==> config.mk <==
export PLATFORM = sky130hd
export DESIGN_NAME = dmem_access_ctrl
export DESIGN_NICKNAME = d
export VERILOG_FILES = /design/src/rtl/dmem_access_ctrl.sv
export SDC_FILE = /design/constraint.sdc
export NUM_CORES = 1
export LEC_CHECK = 0
export BUFFER_PORTS_ARGS = -buffer_cell sky130_fd_sc_hd__buf_4
export CORE_ASPECT_RATIO = 1.1
export CORE_MARGIN = 1
export CORE_UTILIZATION = 50
export CTS_BUF_LIST = sky130_fd_sc_hd__clkbuf_4 sky130_fd_sc_hd__clkbuf_8
export CTS_CLUSTER_DIAMETER = 40
export DETAILED_ROUTE_END_ITERATION = 10
export PLACE_DENSITY = 0.83
export SYNTH_ARGS = -nofsm -noshare
export SYNTH_HDL_FRONTEND = slang
export SYNTH_SLANG_ARGS = --single-unit
==> constraint.sdc <==
create_clock -name clk_i -period 4.8 [get_ports clk_i]
set_input_delay 0.24 -clock clk_i [delete_from_list [all_inputs] [get_ports clk_i]]
set_output_delay 0.24 -clock clk_i [all_outputs]
set_load 0.05 [all_outputs]
==> src/rtl/dmem_access_ctrl.sv <==
// Data-memory access sequencer: holds the pipeline until the memory acks, then returns load data.
// Optional watchdog on the WAIT state is built when MEM_TIMEOUT_EN is defined.
module dmem_access_ctrl #(
    parameter int ADDR_W  = 32,
    parameter int DATA_W  = 32,
    parameter int CNT_W   = 16,
    parameter int TIMEOUT = 64
) (
    input  logic              clk_i,
    input  logic              rst_i,
    input  logic              MemRead_i,
    input  logic              MemWrite_i,
    input  logic [ADDR_W-1:0] addr_i,
    input  logic [DATA_W-1:0] wdata_i,
    output logic              stall_o,
    output logic [DATA_W-1:0] rdata_o,
    output logic              mem_req_o,
    output logic              mem_we_o,
    output logic [ADDR_W-1:0] mem_addr_o,
    output logic [DATA_W-1:0] mem_wdata_o,
    input  logic              mem_ack_i,
    input  logic [DATA_W-1:0] mem_rdata_i,
    output logic [CNT_W-1:0]  acc_cnt_o,
    output logic              err_o
);

    // Handshake: mem_req_o stays high with stable we/addr/wdata until the
    // single-cycle mem_ack_i pulse; acks seen outside WAIT are ignored.
    localparam logic [1:0] IDLE = 2'd0;
    localparam logic [1:0] WAIT = 2'd1;
    localparam logic [1:0] DONE = 2'd2;

    logic [1:0] state;
    logic       reqIn;

    assign reqIn   = MemRead_i | MemWrite_i;
    assign stall_o = !rst_i && (((state == IDLE) && reqIn) || (state == WAIT));

`ifdef MEM_TIMEOUT_EN
    localparam int TW = $clog2(TIMEOUT + 1);
    localparam logic [TW-1:0] LAST_WAIT = TW'(TIMEOUT - 1);

    logic [TW-1:0] waitCnt;
    logic          errQ;

    assign err_o = errQ;
`else
    assign err_o = 1'b0;
`endif

    always_ff @(posedge clk_i) begin
        if (rst_i) begin
            state       <= IDLE;
            mem_req_o   <= 1'b0;
            mem_we_o    <= 1'b0;
            mem_addr_o  <= '0;
            mem_wdata_o <= '0;
            rdata_o     <= '0;
            acc_cnt_o   <= '0;
`ifdef MEM_TIMEOUT_EN
            waitCnt     <= '0;
            errQ        <= 1'b0;
`endif
        end else begin
            case (state)
                IDLE: begin
                    if (reqIn) begin
                        mem_addr_o  <= addr_i;
                        mem_wdata_o <= wdata_i;
                        mem_we_o    <= MemWrite_i;  // write wins when both are set
                        mem_req_o   <= 1'b1;
                        state       <= WAIT;
`ifdef MEM_TIMEOUT_EN
                        waitCnt     <= '0;
`endif
                    end
                end
                WAIT: begin
                    if (mem_ack_i) begin
                        mem_req_o <= 1'b0;
                        if (!mem_we_o) begin
                            rdata_o <= mem_rdata_i;
                        end
                        acc_cnt_o <= acc_cnt_o + CNT_W'(1);
                        state     <= DONE;
                    end
`ifdef MEM_TIMEOUT_EN
                    else if (waitCnt == LAST_WAIT) begin
                        // Abandon the access; the pipeline still gets its DONE cycle.
                        mem_req_o <= 1'b0;
                        errQ      <= 1'b1;
                        if (!mem_we_o) begin
                            rdata_o <= '0;
                        end
                        state     <= DONE;
                    end else begin
                        waitCnt <= waitCnt + TW'(1);
                    end
`endif
                end
                DONE: begin
                    state <= IDLE;
                end
                default: begin
                    state <= IDLE;
                end
            endcase
        end
    end

endmodule

==> results.py <==
metrics = {
    "sta": {
        "rsz0062_at_grt": "false",
        "finalMaxSlewViolations": 0,
        "finalHoldViolCount": 0,
        "final.setup_skew_ps": 9.323,
        "period_share": 0.4356,
        "slew_headroom": 0.2035,
        "fmax_mhz": 478.2,
        "setup_violations": 0,
        "fin_crit_ps": 2091,
        "setup_tns_ps": 0,
        "hold_ws_ps": 72.25,
        "worst_slew_pin_slew_ps": 1195,
    },
    "critical_path": {
        "max_stage_delay_ps": 970,
        "crit_type": "reg -> reg",
        "path_cells": "nor2_1, o21a_2, nand2_1, a21oi_1",
        "startpoint_type": "flop",
        "end_kind": "flop",
        "cp.required_ps": 5130,
        "slowest_stage": "o21a_2",
        "cp_num_buf_inv": 0,
        "critPathMaxFanout": 64,
        "arrival_ps": 2420,
        "critical-path-top-delay-family": "compound AO/OA/AOI/OAI gates",
    },
    "cells_and_area": {
        "layout-drive-gt1-share": 0.3524,
        "final_core_util": 0.7852,
        "diodes": 0,
        "layout_common_cells": "buf_4 (217), nand2_1 (202), dfxtp_1 (116)",
        "area_delta_synth_final_pct": 50.18,
        "final_common_cell": "buf_4",
        "fin_nets": 825,
    },
    "clock_tree": {
        "cts_tree": "done",
        "clockBufferDepth": 2,
        "cts_hold_buffers": 0,
        "cts.sinks": 116,
        "cts_buffers": 17,
        "postCtsSetupBuffers": 0,
        "clockRootBuffer": "clkbuf_8",
        "htreeDepth": 4,
        "cts.reportedPaths.clkPinSlew_ps": 70,
        "cts.repair.resized": 0,
        "insertion_delay_ps": 410,
    },
    "floorplan": {
        "start_util": 0.5228,
        "rows": 34,
        "fp.dieH_um": 97.91,
        "coreArea_um2": 7998,
        "num_io_pins": 217,
        "die_width_um": 89.20,
        "die_area_um2": 8733,
    },
    "pwr": {
        "power_density_nw_per_um2": 415.9,
        "pwr-share-clk": 0.396,
        "leakagePower_uw": 0.002810,
        "seq_power_share": 0.405,
        "swShare": 0.2886,
        "comb_power_share": 0.199,
        "p_sw_uw": 753.9,
        "ir_drop_uv": 300.3,
        "p_int_uw": 1858,
        "finalPower_uw": 2612,
    },
    "logic_synthesis": {
        "yosys_warnings": 0,
        "synthCells": 524,
        "syn_nets": 626,
        "synth_cell_types": 34,
        "ys_seq_elements": 116,
        "yosysSeqAreaShare": 0.5554,
        "synth.avg_cell_area_um2": 7.980,
        "synth_area_um2": 4182,
    },
    "routing": {
        "route.detailed.drc": 0,
        "dr_wl_met2_mm": 6.019,
        "routed_wirelength_mm": 11.73,
        "wl_met3_mm": 1.178,
        "drt_iter0_markers": 144,
        "met1_length_mm": 4.337,
        "via_count": 4224,
        "avgRoutedWirePerCell_um": 13.91,
        "maxUsedRoutingLayer": "met4",
        "antenna_left": 0,
        "vias_per_cell": 5.011,
        "first_pass_iters": 5,
    },
    "global_route": {
        "grt_usage": 0.2666,
        "overflow": 0,
        "antenna_found_initial": 0,
        "grt_pass1_vias": 3979,
        "grt_max_degree": 70,
        "grt_pass1_wl_mm": 17.91,
    },
    "min_path": {
        "hold_class": "in -> reg",
    },
    "placed_design": {
        "globalplace.congestion": 0.7892,
        "portBuffers": 215,
        "dp_hpwl_mm": 8.125,
    },
    "flow_run": {
        "max_cap_viol_count": 0,
    },
    "run_status": {
        "status": "complete, no violations",
    },
}
==> metrics by stage <==
step / area [µm²] / worst slack [ps] / std cells
2_1_floorplan: 4182 / 2696 / 524
3_3_place_gp: 5814 / 2840 / 812
3_5_place_dp: 5814 / 2747 / 812
4_1_cts: 6280 / 2702 / 843
5_1_grt: 6280 / 2494 / 843
6_report: 6280 / 2709 / 843
==> path summary, 6_finish.rpt <==
| path | startpoint | endpoint | slack [ps] | depth (start not counted) |
|---|---|---|---|---|
| max | state[0]$_SDFFE_PP0P_ | mem_wdata_o[30]$_SDFFE_PP0P_ | 2710 | 4 |
| min | addr_i[25] | mem_addr_o[25]$_SDFFE_PP0P_ | 70 | 3 |
| max reg2reg | state[0]$_SDFFE_PP0P_ | mem_wdata_o[30]$_SDFFE_PP0P_ | 2710 | 4 |
| min reg2reg | rdata_o[14]$_SDFFE_PP0P_ | rdata_o[14]$_SDFFE_PP0P_ | 450 | 2 |
==> logic make-up after synthesis <==
family	share of synthesized area
AND/OR/NAND/NOR	0.2463
flip-flops	0.5554
AO/OA/AOI/OAI	0.1355
buffers and inverters	0.03620
XOR/XNOR	0.01466
multiplexers	0.008078
adder cells (fa/ha/maj)	0.002992
other	0.0008968
==> worst reg2reg max path, cell delays in order (launching register included) <==
cell     delay, ps
dfxtp_1        380
nor2_1         280
o21a_2         980
nand2_1        180
a21oi_1        200
==> final cells by class <==
| type | instances | area, µm² |
|---|---|---|
| flip-flops and latches | 116 | 2322 |
| multi-input cells | 369 | 1720 |
| fillers | 566 | 1718 |
| repair buffers | 217 | 1629 |
| clock buffers | 22 | 290.3 |
| clock inverters | 9 | 175.2 |
| well taps | 108 | 135.1 |
| inverters | 2 | 7.507 |
==> power groups by stage <==
stage | registers [µW] | clock network [µW] | logic, µW
global route | 1060 | 1090 | 550
finish | 1060 | 1040 | 520
CTS | 1060 | 1050 | 522
global placement | 1070 | 0 | 512
detailed placement | 1080 | 0 | 520
floorplan | 1270 | 0 | 134
==> per-layer routing <==
layer  up-vias  track usage
met5         -            0
met2       197       0.4698
li1       2100            -
met4         0       0.1038
met1      1912       0.2789
met3        15       0.1048
==> synthesized netlist by cell type (all sizes together) <==
cell type,count,area share
a21oi,105,0.13
a31o,1,0.0021
and3b,1,0.0024
and4,1,0.0021
and4bb,1,0.0030
buf,8,0.0084
clkbuf,29,0.026
conb,1,0.00090
dfxtp,116,0.56
ha,1,0.0030
inv,2,0.0018
mux2,3,0.0081
nand2,202,0.18
nand2b,1,0.0015
nand3,3,0.0036
nand3b,1,0.0048
nand4,4,0.0060
nand4b,1,0.0021
nor2,13,0.012
nor2b,3,0.0045
nor3,5,0.0060
nor3b,1,0.0018
nor4,1,0.0030
o21a,1,0.0018
o21ai,5,0.0060
or3,4,0.0060
or3b,1,0.0021
or4,1,0.0018
or4bb,1,0.0027
xnor2,4,0.0084
xor2,3,0.0063
==> registers in the layout (all words and copies together) (netlist names) <==
name / count
mem_req_o: 1
state: 2
mem_wdata_o: 32
mem_we_o: 1
mem_addr_o: 32
rdata_o: 32
acc_cnt_o: 16
(Power assumes the default switching activity.)
